### src/rtl/pc_sequencer.sv
// Program counter and hardware return stack for the single-cycle core.
// Selects the next PC from decode-ROM control bits and owns the run/halt state.
module pc_sequencer #(
  parameter int PC_W        = 10,
  parameter int STACK_DEPTH = 16
) (
  input  logic            clk,
  input  logic            rst,
  input  logic            stall,
  input  logic            jmp,
  input  logic            brh,
  input  logic            cstack_exe,
  input  logic            cstack_type,
  input  logic            pc_in_sel,
  input  logic            clk_hlt,
  input  logic [PC_W-1:0] addr,
  input  logic [1:0]      cond,
  input  logic            flag_z,
  input  logic            flag_c,
  output logic [PC_W-1:0] pc,
  output logic            halted,
  output logic            stack_ovf,
  output logic            stack_unf
);

  localparam int SP_W  = $clog2(STACK_DEPTH) + 1;
  localparam int IDX_W = $clog2(STACK_DEPTH);

  typedef enum logic {S_RUN, S_HALT} state_t;

  state_t          r_state;
  logic [PC_W-1:0] r_pc;
  logic [SP_W-1:0] r_sp;
  logic [PC_W-1:0] r_stack [STACK_DEPTH];
  logic            r_ovf;
  logic            r_unf;

  logic [PC_W-1:0]  w_pc_inc;
  logic             w_call;
  logic             w_ret;
  logic             w_taken;
  logic             w_full;
  logic             w_empty;
  logic [IDX_W-1:0] w_push_idx;
  logic [IDX_W-1:0] w_top_idx;

  assign w_pc_inc   = r_pc + PC_W'(1);
  assign w_call     = cstack_exe & ~cstack_type;
  assign w_ret      = cstack_exe &  cstack_type;
  assign w_full     = (r_sp == SP_W'(STACK_DEPTH));
  assign w_empty    = (r_sp == '0);
  assign w_push_idx = IDX_W'(r_sp);
  assign w_top_idx  = IDX_W'(r_sp - SP_W'(1));

  // NOTE: every variable assigned in always_comb gets a default first so no latch is inferred.
  always_comb begin
    w_taken = 1'b0;
    case (cond)
      2'd0: w_taken = brh &  flag_z;
      2'd1: w_taken = brh & ~flag_z;
      2'd2: w_taken = brh &  flag_c;
      2'd3: w_taken = brh & ~flag_c;
      default: w_taken = 1'b0;
    endcase
  end

  // NOTE: state uses non-blocking assignments; the stack is flop-based, so it is
  // reset like any other register rather than left as uninitialised RAM.
  always_ff @(posedge clk or posedge rst) begin
    if (rst) begin
      r_state <= S_RUN;
      r_pc    <= '0;
      r_sp    <= '0;
      r_ovf   <= 1'b0;
      r_unf   <= 1'b0;
      for (int i = 0; i < STACK_DEPTH; i++) r_stack[i] <= '0;
    end else if (r_state == S_RUN && !stall) begin
      if (clk_hlt) begin
        r_state <= S_HALT;
      end else if (w_ret && pc_in_sel) begin
        if (!w_empty) begin
          r_pc <= r_stack[w_top_idx];
          r_sp <= r_sp - SP_W'(1);
        end else begin
          r_pc  <= w_pc_inc;
          r_unf <= 1'b1;
        end
      end else if (w_call) begin
        if (!w_full) begin
          r_stack[w_push_idx] <= w_pc_inc;
          r_sp                <= r_sp + SP_W'(1);
        end else begin
          r_ovf <= 1'b1;
        end
        r_pc <= addr;
      end else if (jmp || w_taken) begin
        r_pc <= addr;
      end else begin
        r_pc <= w_pc_inc;
      end
    end
  end

  assign pc        = r_pc;
  assign halted    = (r_state == S_HALT);
  assign stack_ovf = r_ovf;
  assign stack_unf = r_unf;

endmodule
### config.mk
export PLATFORM = sky130hd
export DESIGN_NAME = pc_sequencer
export DESIGN_NICKNAME = d
export VERILOG_FILES = /design/src/rtl/pc_sequencer.sv
export SDC_FILE = /design/constraint.sdc
export NUM_CORES = 1
export LEC_CHECK = 0
export ABC_AREA = 1
export BUFFER_PORTS_ARGS = -buffer_cell sky130_fd_sc_hd__buf_4
export CAP_MARGIN = 20
export CORE_UTILIZATION = 60
export CTS_CLUSTER_DIAMETER = 80
export DETAILED_ROUTE_END_ITERATION = 8
export PLACE_DENSITY = 0.78
export REMOVE_ABC_BUFFERS = 1
export SLEW_MARGIN = 25
export SYNTH_ARGS = -nofsm -noshare
export SYNTH_HDL_FRONTEND = slang
export SYNTH_SLANG_ARGS = --single-unit
### constraint.sdc
create_clock -name clk -period 16.9 [get_ports clk]
set_input_delay 3.38 -clock clk [delete_from_list [all_inputs] [get_ports clk]]
set_output_delay 3.38 -clock clk [all_outputs]
set_load 0.05 [all_outputs]
# Word level (Yosys, flattened, before mapping)
# Index checks and enable logic that the tools add are counted.
op_classes:
  addsub: 3
  order_cmp: 3
  n_eq_ne: 6
  muxes: 15
  bitwise: 15
  reduce_logical: 14
op_table:
  columns: ["cell", "n"]
  rows:
  - ["$bwmux W160", 1]
  - ["$mux W10", 7]
  - ["$bmux W10 S4", 1]
  - ["$demux W10 S4", 1]
  - ["$mux W5", 4]
  - ["$reduce_and A5 Y1", 3]
  - ["$add A10 B1 Y10 const B", 1]
  - ["$ge A5 B5 Y1 const B", 2]
  - ["$not A4 Y5", 2]
  - ["$not A1 Y1", 7]
  - ["$and A1 B1 Y1", 6]
  - ["$add A5 B1 Y5 const B", 1]
  - ["$eq A5 B5 Y1 const B", 1]
  - ["$logic_not A5 Y1", 1]
  - ["$lt A5 B1 Y1 const B", 1]
  - ["$sub A5 B1 Y5 const B", 1]
  - ["$eq A2 B2 Y1 const B", 2]
  - ["$pmux W1 S4", 1]
  - ["$reduce_and A2 Y1", 2]
  - ["$reduce_and A4 Y1", 1]
  - ["$logic_and A1 B1 Y1", 3]
  - ["$eq A2 B1 Y1 const B", 1]
  - ["$logic_not A2 Y1", 1]
  - ["$ne A2 B1 Y1 const B", 1]
  - ["4 further kinds", 4]
word_totals:
  register_bits: 178
  in_bits: 23
  out_inout_bits: 13
  word_cells: 77

# Depth between registers and ports, before layout
# Gate-level depths: netlist of the first run.
depth:
  depth_word: 7
  mapped_depth: 16
  mapped_depth_nobuf: 11

# Least setup slack after synthesis of the first run
# OpenSTA, ideal clock, no wires.
synth_timing:
  kind: "input -> register"
  startpoint: "input port stall"
  endpoint: "register r_stack[69] (netlist bit)"
  setup_ns: 0.128
  t_arrival_ns: 4.428
  required_time_ns: 16.772
  path_slack_ns: 12.344
  stages: 10
  n_path_buf: 2
  cell_sequence: "nor2_1 nand2_1 nor2_1 inv_2 nor2_8 buf_8 nand3_2 buf_6 nand2_1 o21ai_2"
synth_via:
  elab_chain_cells: 3
synth_lines:
  columns: ["item", "line_no", "rtl"]
  rows:
  - ["from (decl)", "9", "input logic stall,"]
  - ["$logic_not A1 Y1", "77", "end else if (r_state == S_RUN && !stall) begin"]
  - ["$logic_and A1 B1 Y1", "77", null]
  - ["$reduce_and A5 Y1 (no source line)", null, null]
  - ["to (signal, indexed assignment)", "90", "r_stack[w_push_idx] <= w_pc_inc;"]
  - ["to (decl)", "34", "logic [PC_W-1:0] r_stack [STACK_DEPTH];"]
# No other way between the ends.
# A chain may end at the register's enable or synchronous reset.

# Worst setup path after layout of the first run
layout_timing:
  startpoint: "input port stall"
  endpoint: "register r_stack[123] (netlist bit)"
# Same word-level chain as after synthesis.

==> impl_metrics.toml, run 1 <==
[floorplanning]
fp.dieW_um = 125
ios = 36
start_util_pct = 61.9
die_area_um2 = 15500
core_area_um2 = 14600
fp.dieH_um = 125
num_rows = 44

[timing]
finalMaxSlewViolations = 0
tightest_slew_ns = 0.979
hold_viol_final = 0
post-route-period-util_pct = 30.4
skew_ns = 0.00561
fin_crit_ns = 5.14
tns_ns = 0
whs_ns = 0.481
max_freq_mhz = 194
finalSetupViolCount = 0
rsz0062_at_grt = "false"
slew_headroom_pct = 34.7

[route]
drt_iter0_drc = 843
viasPerCell = 5.81
wirelength_um = 23000
wl_met2_um = 11200
drc_errors = 0
first_pass_iters = 6
ant_nets = 0
wl_per_cell_um = 17.3
wl_met3_um = 1500
highest_layer = "met4"
wl_met1_um = 9730
num_vias = 7702

[run]
maxCapViolCount = 0

[worst_setup_path]
cp_slowest_stage_delay_ns = 0.54
cp_data_required_time_ns = 17.18
cp-start-kind = "input pin"
worst-setup-path-type = "in2reg"
critPathLaunch = "stall"
cp_slowest_cell = "nand3_1"
worstPathCellList = "buf_4, nor2_1, nand2_1, nor2_1, inv_2, nor2_8, nand3_1, nand2_1, o21ai_0"
crit_path_end_kind = "flip-flop"
reg2reg_from = "r_sp[0]$_DFFE_PP0P_"
arrival_ns = 5.42
cp_max_fo = 20

[yosys]
ys_ff_latch = 178
synth_top_area_share_pct = 49.3
ys.flop_type = "dfrtp_1"
postSynthCellCount = 1143
syn_area_per_cell_um2 = 7.90
syn_area_um2 = 9030
ys_types = 37
synth_edf_count = 0
synth-async-reset-ratio_pct = 100
synth_top_cell_by_area = "dfrtp_1"
synth-seq-area-share_pct = 49.3
yosys-top-cells-area = "dfrtp_1, nand2_1, o21ai_0"
yosys_warnings = 0

[final_layout]
fin_nets = 1157
stdcell_area_um2 = 9780
area_growth_pct = 8.32
diodes = 0
utilization_pct = 67.0
drive_gt1_share_pct = 9.29
final_cells = 1325

[place]
hpwl_um = 14200
placed_cell_area_um2 = 9140
dp.cells = 1293
place_congestion = 0.927
port_buffers = 35

[power_and_ir_drop]
ir_drop_v = 0.0000828
powerDensity_nw_per_um2 = 117
p_leak_uw = 0.00456

[cts]
path_clk_slew_ns = 0.07
htree_num_levels = 4
postCtsResizedCells = 0
clock_latency_ns = 0.43
clockBufferDepth = 2
cts_sinks = 178
cts_buffers = 17
clk_root_buffer_cell = "clkbuf_16"
postCtsSetupBuffers = 0
cts_hold_buf = 0
cts_tree = "built"

[global_routing]
grt_max_degree = 89
grt_usage_pct = 31.0
grt_pass1_vias = 7281
antenna_found_initial = 0
grt_pass1_wl_um = 37800
grt-ovfl-total = 0

[min_path]
worstHoldStart = "stack_unf$_DFFE_PP0P_"
hp-class = "reg2reg"

[status]
status = "complete, no violations"
logic make-up after synthesis:
| family | Yosys count | synth area share, % |
|---|---|---|
| flops | 178 | 49.3 |
| buf+inv | 169 | 9.04 |
| simple gates | 519 | 24.3 |
| compound gates | 261 | 15.5 |
| xor+xnor | 10 | 0.970 |
| fa+ha+maj | 6 | 0.832 |
stage by stage:
stage / setup slack, ns / power [uW]
2_1_floorplan: 8.69 / 628
3_3_place_gp: 11.46 / 729
3_5_place_dp: 11.35 / 730
4_1_cts: 11.76 / 1150
5_1_grt: 11.56 / 1200
6_report: 11.76 / 1150
where the power goes:
part	switching [uW]	leakage (uW)	internal, uW
Sequential	10.4	0.00241	435
Clock	172	0.000300	249
Combinational	208	0.00185	73.3
Total	390	0.00456	757
final cells by class:
class,instances,area (um^2)
tap,184,230
inverter,91,349
fill,1249,4810
multi-input combinational,796,3780
clock inverter,15,209
clock buffer,17,425
timing repair buffer,44,330
sequential,178,4460
Yosys cell counts, drive strengths merged (2+ instances only):
cell / n
xnor2: 2
buf: 40
or2: 2
dfrtp: 178
o21bai: 2
o21ai: 215
a21oi: 10
nand3: 94
xor2: 8
nor3: 3
inv: 90
clkbuf: 38
nand4: 5
nand2: 312
nor2: 101
nand3b: 2
ha: 6
a22oi: 3
o211ai: 30
layer usage:
metal,up-vias,GRT usage [%]
met1,3690,41.6
li1,3686,-
met5,-,0
met4,0,10.5
met2,277,50.4
met3,49,6.06
final timing paths:
kind                                            end  cells after the start  slack (ns)
setup / recovery           r_stack[123]$_DFFE_PP0P_                      9       11.76
hold / removal                stack_unf$_DFFE_PP0P_                      1        0.48
setup reg to reg                  pc[5]$_DFFE_PP0P_                     10       13.62
hold reg to reg               stack_unf$_DFFE_PP0P_                      1        0.48
max in group asynchronous   r_stack[21]$_DFFE_PP0P_                      3       12.67
min in group asynchronous  r_stack[126]$_DFFE_PP0P_                      2        3.07
registers in the layout, indices dropped and copies added, names as in the netlist:
| register | count |
|---|---|
| halted | 1 |
| pc | 10 |
| r_sp | 5 |
| r_stack | 160 |
| stack_ovf | 1 |
| stack_unf | 1 |
cells in the final DEF (no fill, tap or decap), drive strengths merged:
master      n
o21ai     215
o22ai       1
nand4       5
nand2     312
a21oi      10
dfrtp     178
or2         2
bufinv      4
o21bai      2
nor3        3
inv        91
a22oi       3
ha          6
clkinv      8
nor2      101
clkinvlp    3
nand3b      2
xnor2       2
buf        44
clkbuf     17
nand3      94
xor2        8
o211ai     30
critical path: cells and delay by family:
kind                   cells  cell delay (ns)
AO/OA/AOI/OAI              1             0.12
buffers and inverters      2             0.21
AND/OR/NAND/NOR            6             1.69
Note: power is estimated with default switching activity, not from simulation.
==> run 2: changes to the inputs <==
==> constraint.sdc (replaced) <==
create_clock -name clk -period 5 [get_ports clk]
set_input_delay 1 -clock clk [delete_from_list [all_inputs] [get_ports clk]]
set_output_delay 1 -clock clk [all_outputs]
set_load 0.05 [all_outputs]
==> run 2 against run 1 <==
  * Die area unchanged
  * Routed wire length decreased by 0.48%
  * Power increased to 3.4 times the previous value
  * Sequential power increased to 3.4 times the previous value
  * Hold slack got worse by 0.0037 ns
  * Core utilization decreased by 0.11 points
  * Clock skew increased by 0.00074 ns
  * Combinational power increased to 3.4 times the previous value
  * Flip-flop and latch count unchanged
  * Register-to-register slack got worse by 12 ns
==> impl_metrics.toml, run 2 (synthesis gave the netlist of run 1 again) <==
[status]
status = "complete, no violations"

[run]
maxCapViolCount = 0

[min_path]
worstHoldStart = "r_stack[144]$_DFFE_PP0P_"
hp-class = "reg2reg"

[global_routing]
grt-ovfl-total = 0
grt_pass1_wl_um = 37700
grt_usage_pct = 30.9
antenna_found_initial = 0
grt_max_degree = 91
grt_pass1_vias = 7288

[cts]
cts_tree = "built"
clk_root_buffer_cell = "clkbuf_16"
cts_sinks = 178
cts_hold_buf = 0
postCtsResizedCells = 0
cts_buffers = 17
htree_num_levels = 4
clock_latency_ns = 0.43
path_clk_slew_ns = 0.07
clockBufferDepth = 2
postCtsSetupBuffers = 0

[place]
port_buffers = 35
place_congestion = 0.909
hpwl_um = 14100
dp.cells = 1292

[timing]
finalSetupViolCount = 0
tightest_slew_ns = 0.956
finalMaxSlewViolations = 0
hold_viol_final = 0
rsz0062_at_grt = "false"
skew_ns = 0.00635
slew_headroom_pct = 36.3
fin_crit_ns = 3.00
post-route-period-util_pct = 60.1
max_freq_mhz = 333
whs_ns = 0.478

[final_layout]
multi_input_area_um2 = 3780
drive_gt1_share_pct = 9.04
largest_reg_flops = 160
fillers = 1214
area_growth_pct = 8.14
final_common_cell = "nand2_1"
diodes = 0
seqCellArea_um2 = 4460
regMostFlops = "r_stack"
final_cells = 1323
fin_nets = 1156
layout_common_cells = "nand2_1, dfrtp_1, o21ai_0, o21ai_1, nor2_1"

[power_and_ir_drop]
power_uw = 3860
powerDensity_nw_per_um2 = 396
p_leak_uw = 0.00456
ir_drop_v = 0.000296

[worst_setup_path]
worst-setup-path-type = "reg2reg"
crit_path_end_kind = "flip-flop"
cpLargestDelayFamily = "buffers and inverters"
critPathLaunch = "r_sp[0]$_DFFE_PP0P_"
worstPathCellList = "inv_2, ha_2, inv_1, o21ai_0, o211ai_1, nand3_1, nand2_1, nand2_1, nand3_1"
cp_slowest_cell = "inv_1"
arrival_ns = 3.38
path_buf_inv = 2
r2r_slack_ns = 2.00
reg2reg_from = "r_sp[0]$_DFFE_PP0P_"
cp-start-kind = "flip-flop"
cp_data_required_time_ns = 5.37
cp_slowest_stage_delay_ns = 0.65
cp_max_fo = 40

[route]
drt_iter0_drc = 800
first_pass_iters = 7
ant_nets = 0
num_vias = 7661
wl_per_cell_um = 17.3
wirelength_um = 22800
drc_errors = 0
viasPerCell = 5.79

[floorplanning]
num_rows = 44
start_util_pct = 61.9
fp.dieW_um = 125
fp.dieH_um = 125
ios = 36
die_area_um2 = 15500
core_area_um2 = 14600
-- run 2: changes by cell type in the layout (fill, tap and decap cells not counted), sizes merged --
cell	before	now
bufinv	4	3
inv	91	90
clkinv	8	5
clkinvlp	3	2
clkbuf	17	22
buf	44	43
-- run 2: final timing paths --
check	end	cells after the start
max in group asynchronous	r_stack[31]$_DFFE_PP0P_	3
setup reg to reg	pc[5]$_DFFE_PP0P_	9
setup / recovery	pc[5]$_DFFE_PP0P_	9
hold reg to reg	r_stack[144]$_DFFE_PP0P_	2
min in group asynchronous	r_stack[123]$_DFFE_PP0P_	2
hold / removal	r_stack[144]$_DFFE_PP0P_	2
-- run 2: cell type report --
class	instances	area share, %
clock buffer	22	4.96
clock inverter	9	1.32
inverter	91	3.58
multi-input combinational	796	38.7
sequential	178	45.6
tap	184	2.36
timing repair buffer	43	3.44
-- run 2: worst reg2reg max path: cells and delay by family (launching register included) --
kind / cells / cell delay, ns
compound gates: 2 / 0.48
fa+ha+maj: 1 / 0.44
buf+inv: 2 / 1.18
flops: 1 / 0.41
simple gates: 4 / 0.43
-- run 2: stage by stage --
stage	TNS, ns	setup WS, ns	utilization (%)	area [um^2]
after floorplan	-147.79	-0.830	-	8560
after global placement	0	1.91	62.6	9140
after detailed placement	0	1.78	62.7	9150
after CTS	0	2.07	66.9	9760
after global routing	0	1.82	66.9	9760
final	0	2.00	66.9	9760
-- run 2: layer usage --
layer  track usage [%]  vias up  part of all wire [%]
met5                 0        -                     0
met4              11.2        0                   2.6
met3              6.70       45                   6.0
met2              50.1      232                    48
met1              41.0     3699                    43
li1                  -     3685                     -
-- run 2: power by group --
part	total [uW]	internal, uW	switching [uW]
sequential	1510	1470	40.7
clock	1400	835	563
combinational	954	248	707
